**src/rtl/lif_pkg.sv**
```systemverilog
// Shared definitions for the LIF neuron and its synaptic front end:
// FSM state encoding, default widths and the saturating add used by the neuron.
package lif_pkg;

    // Default weight / current width and per-cycle trace leak.
    localparam int LIF_W           = 8;
    localparam int LIF_DECAY_SHIFT = 1;

    // Synapse FSM encoding; values are visible on the fsm_state debug port.
    typedef enum logic [1:0] {
        ST_CFG   = 2'd0,
        ST_RUN   = 2'd1,
        ST_DRAIN = 2'd2
    } lif_state_e;

    // Unsigned add of two LIF_W-bit operands, clamped to all-ones on overflow.
    function automatic logic [LIF_W-1:0] sat_add(
        input logic [LIF_W-1:0] a,
        input logic [LIF_W-1:0] b
    );
        logic [LIF_W:0] sum;
        sum = {1'b0, a} + {1'b0, b};
        if (sum[LIF_W]) begin
            return '1;
        end
        return sum[LIF_W-1:0];
    endfunction

endpackage

```
**src/rtl/lif_weight_bank.sv**
```systemverilog
// N_IN x W weight register file: one write port, synchronous clear,
// all weights readable in parallel as a flat vector (synapse i at [i*W +: W]).
module lif_weight_bank #(
    parameter int N_IN = 4,
    parameter int W    = 8,
    parameter int AW   = $clog2(N_IN)
) (
    input  logic                clk,
    input  logic                rst,
    input  logic                wr_en,
    input  logic [AW-1:0]       wr_addr,
    input  logic [W-1:0]        wr_data,
    output logic [N_IN*W-1:0]   weights_flat
);

    generate
        for (genvar gi = 0; gi < N_IN; gi++) begin : g_weight
            logic [W-1:0] weight_reg;

            // Each slot only responds to its own index, so addresses past
            // the last synapse match no slot and the write is dropped.
            always_ff @(posedge clk) begin
                if (rst) begin
                    weight_reg <= '0;
                end else if (wr_en && (int'(wr_addr) == gi)) begin
                    weight_reg <= wr_data;
                end
            end

            assign weights_flat[gi*W +: W] = weight_reg;
        end
    endgenerate

endmodule

```
**src/rtl/lif_synapse.sv**
```systemverilog
// Synaptic front end for the LIF neuron: per-input weights, a leaky trace
// that decays by a right shift each cycle, weighted spike accumulation with
// saturation, and a CFG/RUN/DRAIN controller gating weight updates.
module lif_synapse
    import lif_pkg::*;
#(
    parameter int N_IN        = 4,
    parameter int W           = lif_pkg::LIF_W,
    parameter int DECAY_SHIFT = lif_pkg::LIF_DECAY_SHIFT
) (
    input  logic                    clk,
    input  logic                    rst,
    input  logic [N_IN-1:0]         spikes_in,
    input  logic                    run_en,
    input  logic                    cfg_valid,
    output logic                    cfg_ready,
    input  logic [$clog2(N_IN)-1:0] cfg_addr,
    input  logic [W-1:0]            cfg_data,
    output logic [W-1:0]            current,
    output logic                    busy,
    output logic [1:0]              fsm_state
);

    localparam int AW    = $clog2(N_IN);
    // Wide enough for (trace >> shift) plus N_IN full-scale weights.
    localparam int SUM_W = W + $clog2(N_IN) + 1;

    lif_state_e         state_reg;
    lif_state_e         state_next;
    logic [W-1:0]       trace_reg;
    logic [W-1:0]       trace_next;

    logic [N_IN*W-1:0]  weights_flat;
    logic [SUM_W-1:0]   contrib [N_IN];
    logic [SUM_W-1:0]   sum_wide;
    logic [W-1:0]       trace_decay;
    logic [W-1:0]       trace_run;
    logic               weight_wr;

    // Weights may only change while the controller is idle in CFG.
    assign weight_wr = cfg_valid && (state_reg == ST_CFG);

    lif_weight_bank #(
        .N_IN (N_IN),
        .W    (W),
        .AW   (AW)
    ) u_weight_bank (
        .clk          (clk),
        .rst          (rst),
        .wr_en        (weight_wr),
        .wr_addr      (cfg_addr),
        .wr_data      (cfg_data),
        .weights_flat (weights_flat)
    );

    // Gate each weight by its spike line, zero-extended to the sum width.
    generate
        for (genvar gi = 0; gi < N_IN; gi++) begin : g_contrib
            assign contrib[gi] = spikes_in[gi]
                               ? SUM_W'(weights_flat[gi*W +: W])
                               : '0;
        end
    endgenerate

    assign trace_decay = trace_reg >> DECAY_SHIFT;

    // Leaked trace plus all active weights in one cycle.
    always_comb begin
        sum_wide = SUM_W'(trace_decay);
        for (int i = 0; i < N_IN; i++) begin
            sum_wide = sum_wide + contrib[i];
        end
    end

    // Clamp to the W-bit range so the trace can never wrap.
    always_comb begin
        if (|sum_wide[SUM_W-1:W]) begin
            trace_run = '1;
        end else begin
            trace_run = sum_wide[W-1:0];
        end
    end

    // Next-state and next-trace decode; RUN observing run_en low already
    // applies the drain update, and run_en in DRAIN beats the zero test.
    always_comb begin
        state_next = state_reg;
        trace_next = trace_reg;
        case (state_reg)
            ST_CFG: begin
                trace_next = '0;
                if (run_en) begin
                    state_next = ST_RUN;
                end
            end
            ST_RUN: begin
                if (run_en) begin
                    trace_next = trace_run;
                end else begin
                    trace_next = trace_decay;
                    state_next = ST_DRAIN;
                end
            end
            ST_DRAIN: begin
                trace_next = trace_decay;
                if (run_en) begin
                    state_next = ST_RUN;
                end else if (trace_decay == '0) begin
                    state_next = ST_CFG;
                end
            end
            default: begin
                trace_next = '0;
                state_next = ST_CFG;
            end
        endcase
    end

    // State and trace registers; reset drops the trace with no drain.
    always_ff @(posedge clk) begin
        if (rst) begin
            state_reg <= ST_CFG;
            trace_reg <= '0;
        end else begin
            state_reg <= state_next;
            trace_reg <= trace_next;
        end
    end

    assign current   = trace_reg;
    assign cfg_ready = (state_reg == ST_CFG);
    assign busy      = (state_reg != ST_CFG);
    assign fsm_state = state_reg;

endmodule

```
**config.mk**
```make
export PLATFORM = sky130hd
export DESIGN_NAME = lif_synapse
export DESIGN_NICKNAME = d
export VERILOG_FILES = /design/src/rtl/lif_pkg.sv /design/src/rtl/lif_weight_bank.sv /design/src/rtl/lif_synapse.sv
export SDC_FILE = /design/constraint.sdc
export NUM_CORES = 1
export LEC_CHECK = 0
export ABC_AREA = 1
export CORE_MARGIN = 5
export CORE_UTILIZATION = 35
export CTS_BUF_LIST = sky130_fd_sc_hd__clkbuf_4 sky130_fd_sc_hd__clkbuf_8
export DETAILED_ROUTE_END_ITERATION = 6
export GPL_ROUTABILITY_DRIVEN = 1
export SLEW_MARGIN = 20
export SYNTH_ARGS = -nofsm -noshare
export SYNTH_HDL_FRONTEND = slang
export SYNTH_SLANG_ARGS = --single-unit
```
**constraint.sdc**
```tcl
create_clock -name clk -period 9.9 [get_ports clk]
set_clock_uncertainty 0.2 [all_clocks]
set_input_delay 1.98 -clock clk [delete_from_list [all_inputs] [get_ports clk]]
set_output_delay 1.98 -clock clk [all_outputs]
set_load 0.05 [all_outputs]
```
==> qor.csv, run 1 <==
metric,value,unit
GPL Wtd Cong,0.817,
area of the multi-input gates,1770,sq um
Worst EP required,9.88,ns
total number of vias,2528,
Die Span Y,102,um
Slew headroom,40.5,%
cell internal pwr,0.317,mW
post-synthesis sequential area ratio,28.6,%
register area,841,sq um
remaining antenna violation count,0,
die area,10300,sq um
H-tree level count,2,
reg2reg end,current[2],
Synth Warn #,0,
Post-Synth Adder-Cell Area,21.8,%
period utilization,58.5,%
crit path max fanout,8,
metal3 WL,388,um
Logic pwr share,40.7,%
CTS tree,yes,
synthesized area,2940,sq um
Max VDD drop,0.0824,mV
grt ovf,0,
Global Route Usage Sum,14.7,%
Root Driver,clkbuf_8,
Initial Util,35.9,%
TNS Setup,0,ns
WP data arrival,5.77,ns
post-layout min period,5.79,ns
sw power,0.229,mW
largest net degree at the start of global routing,36,
Max Cap Viol,0,
Total Power,0.546,mW
first-pass GRT wire length,12200,um
cts bufs inserted,5,
initial antenna violation count,0,
ANT cells,0,
area grow syn2layout,16.4,%
number of global-route vias before repair,2489,
PortBufs,29,
CP startpoint,spikes_in[3],
sequential fraction of design power,37.1,%
Worst-Margin Slew,0.891,ns
highest metal used,met4,
fill cell count,865,
Synth Area in Simple Gates,27.8,%
status,completed,
pwr/cell area,160,nW/um^2
Max Fclk,173,MHz
Reg2Reg Depth,18,
CTS sink count,42,
max reg flops,32,
drc violations,0,
initial DRC count,91,
Met1 Wirelength,3480,um
Hold Crit Class,flop to flop,
"Hold-fix buffers, CTS",0,
die width,102,um
nets,492,
dpl hpwl,5590,um
metal2 WL,3120,um
Fin. Hold Viols,0,
switching part of the total,42.0,%
Mapped Cells,409,
RSZ-0062 raised after global routing,no,
XOR/XNOR share of the synthesized area,0.298,%
final setup violation count,0,
Startpoint Class,input port,
compound-cell area share of the yosys netlist,10.5,%
"FF+latch count, synth",42,
Yosys cell types,29,
"commonest non-fill, non-tap cell in the layout",nand2_1,
Crit. End Element,flop,
R2R Setup Slk,6.07,ns
vias per cell,4.66,
worst flop-to-flop path startpoint,current[3],
Crit Path Class,input port to flop,
io pins,30,
Pleak,1.76,nW
Clock Power Share,22.2,%
"commonest non-fill, non-tap cells in the layout","nand2_1 (77), nor2_1 (75), inv_1 (70)",
clk slew on worst S/H paths,0.08,ns
largest family of logic cells by synthesized area,simple AND/OR/NAND/NOR gates,
max-slew violation count,0,
clock latency on the worst-skew pair,0.30,ns
drt pass-1 iters,4,
Syn Nets,465,
CTS Buffer Depth,2,
core footprint,8180,sq um
# rows,33,
CTS resizes,0,
final wirelength,7000,um
per-cell routed wire length,12.9,um
Mapped Avg Cell Area,7.18,sq um
portion of netlist area occupied by mux cells,0,%
Post-CTS Setup Bufs,0,
ratio of cells with drive above 1 in the final layout,6.41,%
Setup crit end,current[2],
==> per-layer routing <==
metal  global-route usage [%]  vias to the layer above
li1                         -                     1300
met3                     2.62                        2
met2                     22.7                       59
met5                        0                        -
met4                     1.53                        0
met1                     22.2                     1167
==> worst min path at each step <==
stage | from | end | slack [ns] | depth (start not counted)
2_1_floorplan | u_weight_bank.g_weight[1].weight_reg[0] | u_weight_bank.g_weight[1].weight_reg[0] | 0.26 | 2
3_3_place_gp | current[6] | current[5] | 0.27 | 2
3_5_place_dp | current[4] | current[3] | 0.27 | 2
4_1_cts | current[4] | current[3] | 0.28 | 2
5_1_grt | current[6] | current[5] | 0.31 | 2
6_report | current[4] | current[3] | 0.28 | 2
==> power by group through the flow <==
stage               Sequential [mW]  Clock [mW]  Combinational (mW)
floorplan                     0.223           0               0.144
detailed placement            0.206           0               0.222
global route                  0.205       0.130               0.253
finish                        0.203       0.121               0.222
CTS                           0.202       0.125               0.224
global placement              0.206           0               0.221
==> cells by family after synthesis <==
kind of cell / count (synthesis)
xor+xnor: 1
simple gates: 183
buf+inv: 85
compound gates: 60
fa+ha+maj: 38
flops: 42
==> critical path, cell delays in order <==
cell	delay, ns
clkdlybuf4s50_1	0.64
nand2_1	0.12
fa_1	0.49
fa_1	0.52
fa_1	0.54
inv_1	0.04
ha_1	0.21
fa_1	0.37
nand2_1	0.09
nand2_1	0.08
nand3_1	0.09
nand2_1	0.07
nand2_1	0.08
nand2_2	0.08
nor2_8	0.14
nand3_1	0.08
nand2_1	0.08
a21oi_1	0.06
==> synth_stat cells <==
| library cell | number | area, sq um |
|---|---|---|
| nand3b_4 | 1 | 20.0 |
| inv_1 | 70 | 263 |
| ha_1 | 16 | 200 |
| nand2_2 | 4 | 25.0 |
| o21ai_0 | 20 | 100 |
| clkbuf_1 | 7 | 26.3 |
| inv_2 | 6 | 22.5 |
| nor2_2 | 1 | 6.26 |
| nor2_1 | 75 | 282 |
| nor2_8 | 1 | 20.0 |
| o21ai_1 | 15 | 75.1 |
| fa_1 | 22 | 440 |
| buf_2 | 2 | 10.0 |
| nor3_4 | 3 | 48.8 |
| nor3_2 | 1 | 10.0 |
| a21oi_1 | 22 | 110 |
| o21a_1 | 1 | 7.51 |
| nor3_1 | 1 | 5.00 |
| dfxtp_1 | 42 | 841 |
| nand4_1 | 1 | 6.26 |
| nand3_1 | 14 | 70.1 |
| a41oi_1 | 1 | 8.76 |
| or2_4 | 1 | 8.76 |
| or2_2 | 1 | 6.26 |
| nor3b_1 | 1 | 7.51 |
| nand2_1 | 77 | 289 |
| a21o_1 | 1 | 7.51 |
| nand2_4 | 1 | 11.3 |
| xnor2_1 | 1 | 8.76 |
==> stage by stage <==
step	setup slack (ns)	cells	hold WS, ns	area [sq um]	util [%]
6_report	4.11	542	0.277	3420	41.8
4_1_cts	4.09	542	0.278	3420	41.8
3_5_place_dp	3.77	534	0.266	3320	40.6
3_3_place_gp	3.81	534	0.268	3320	40.6
2_1_floorplan	4.37	409	0.265	2940	-
5_1_grt	3.80	542	0.308	3420	41.8
==> area by class of cell <==
| cell class | instances | area share [%] |
|---|---|---|
| tap | 105 | 3.84 |
| sequential | 42 | 24.6 |
| clock inverter | 3 | 0.769 |
| multi-input combinational | 282 | 51.9 |
| inverter | 76 | 8.35 |
| clock buffer | 5 | 2.01 |
| timing repair buffer | 29 | 8.50 |
No activity file was read; power rests on OpenSTA's default activity.
==> run 2, diff against run 1 <==
Clock period 9.9 ns to 5.1 ns, I/O delays scaled along.
==> run 2 against run 1 <==
Effect of this change:
- sequential share of layout area decreased by 0.18 points
- count of clock-buffer cells in the layout unchanged
- power is 93% higher
- worst setup slack worse by 3.7 ns
- global-route usage is 0.39 points lower
- non-clock buffer count is 4 higher
- clock power increased by 86%
- core utilization grew 0.31 points
- first-iteration DRC count is 11% higher
- register-to-register slack worse by 4.8 ns
- die area is the same
- hold slack better by 0.0038 ns
- critical path type unchanged
- largest cell class unchanged
==> qor.csv, run 2 (synthesized netlist as in run 1, its figures left out) <==
metric,value,unit,change
status,completed,,
Pleak,1.78,nW,+0.81%
ANT cells,0,,unchanged
Root Driver,clkbuf_8,,
"commonest non-fill, non-tap cells in the layout","nand2_1 (77), nor2_1 (75), inv_1 (70)",,
Fin. Hold Viols,0,,unchanged
worst flop-to-flop path startpoint,current[2],,
placed cells,538,,+0.75%
period utilization,92.9,%,
dpl hpwl,5440,um,-2.6%
pwr/cell area,306,nW/um^2,+91%
"commonest non-fill, non-tap cell in the layout",nand2_1,,
Worst EP required,5.08,ns,-4.80 ns
Min Hold Slack,0.280,ns,+0.00383 ns
die area,10300,sq um,unchanged
Global Route Usage Sum,14.3,%,-0.39 points
reg2reg end,current[5],,
drc violations,0,,unchanged
"Hold-fix buffers, CTS",0,,unchanged
io pins,30,,unchanged
Crit Path Class,input port to flop,,
cts bufs inserted,5,,unchanged
Initial Util,35.9,%,unchanged
first-pass GRT wire length,11800,um,-2.9%
Hold Crit Class,flop to flop,,
core footprint,8180,sq um,unchanged
max reg flops,32,,unchanged
clock latency on the worst-skew pair,0.30,ns,about the same
die width,102,um,unchanged
RSZ-0062 raised after global routing,no,,
CP startpoint,spikes_in[3],,
H-tree level count,2,,unchanged
final setup violation count,0,,unchanged
vias per cell,4.57,,-2.0%
HP Start,current[6],,
area grow syn2layout,17.2,%,
dpl cell area,3350,sq um,+0.90%
GPL Wtd Cong,0.815,,-0.20%
PortBufs,29,,unchanged
Finished Layout Cells,546,,+0.74%
number of global-route vias before repair,2487,,-0.080%
max-slew violation count,0,,unchanged
Setup crit end,current[5],,
Max Cap Viol,0,,unchanged
"Design Area, Final",3440,sq um,+0.73%
grt ovf,0,,unchanged
TNS Setup,0,ns,unchanged
CTS tree,yes,,
per-cell routed wire length,12.4,um,-4.3%
Crit. End Element,flop,,
post-layout min period,4.74,ns,
initial antenna violation count,0,,unchanged
Worst-Margin Slew,0.918,ns,+0.0268 ns
initial DRC count,101,,+11%
Die Span Y,102,um,unchanged
Post-CTS Setup Bufs,0,,unchanged
drt pass-1 iters,4,,unchanged
CTS Buffer Depth,2,,unchanged
setup ws final,0.363,ns,-3.74 ns
ratio of cells with drive above 1 in the final layout,7.26,%,+0.85 points
largest net degree at the start of global routing,36,,unchanged
Slew headroom,38.7,%,-1.8 points
clk slew on worst S/H paths,0.09,ns,about the same
nets,496,,+0.81%
R2R Setup Slk,1.26,ns,-4.81 ns
Total Power,1.05,mW,+93%
final wirelength,6750,um,-3.6%
remaining antenna violation count,0,,unchanged
"worst slack, placed",0.0184,ns,-3.75 ns
Startpoint Class,input port,,
Reg2Reg Depth,17,,-1
crit path max fanout,8,,unchanged
Max Fclk,211,MHz,
CTS resizes,0,,unchanged
total number of vias,2495,,-1.3%
fin util,42.1,%,+0.31 points
# rows,33,,unchanged
Max VDD drop,0.147,mV,+78%
CTS sink count,42,,unchanged
WP data arrival,4.72,ns,-1.05 ns
## run 2: cell count changes in the layout (fill, tap and decap cells not counted), sizes merged
cell,before,now
buf,0,4
clkinv,0,2
clkinvlp,0,1
inv,79,76
## run 2: layout make-up
| cell class | instances | area (sq um) |
|---|---|---|
| Fill cell | 871 | 4730 |
| Multi-Input combinational cell | 282 | 1770 |
| Sequential cell | 42 | 841 |
| Timing Repair Buffer | 33 | 320 |
| Inverter | 76 | 285 |
| Tap cell | 105 | 131 |
| Clock buffer | 5 | 68.8 |
| Clock inverter | 3 | 21.3 |
## run 2: power by group
group          total, mW  switching, mW  internal (mW)
registers          0.393         0.0245          0.368
clock network      0.225          0.129         0.0965
logic              0.436          0.286          0.149
total               1.05          0.440          0.614
## run 2: worst max-delay path, stage by stage
cell             delay [ns]
clkdlybuf4s50_1        0.55
buf_4                  0.17
nand2_1                0.06
inv_1                  0.08
fa_1                   0.44
fa_1                   0.54
inv_1                  0.05
fa_1                   0.52
inv_1                  0.04
ha_1                   0.36
nand2_1                0.09
nand2_1                0.06
a21oi_1                0.12
nand2_1                0.09
nand2_1                0.08
nand2_2                0.08
nor2_8                 0.14
nand3_1                0.09
nand2_1                0.07
a21oi_1                0.06
## run 2: routing by layer
layer | routed length [um] | track usage [%]
met5 | 0 | 0
met4 | 18 | 2.45
met3 | 249 | 2.48
met2 | 3060 | 22.7
met1 | 3430 | 20.7
## run 2: worst min-delay path by stage
stage | slack [ns] | end | cells past startpoint
detailed placement | 0.27 | current[3] | 2
finish | 0.28 | current[5] | 2
CTS | 0.29 | current[3] | 2
global route | 0.31 | current[2] | 2
floorplan | 0.26 | u_weight_bank.g_weight[1].weight_reg[0] | 2
global placement | 0.27 | current[2] | 2
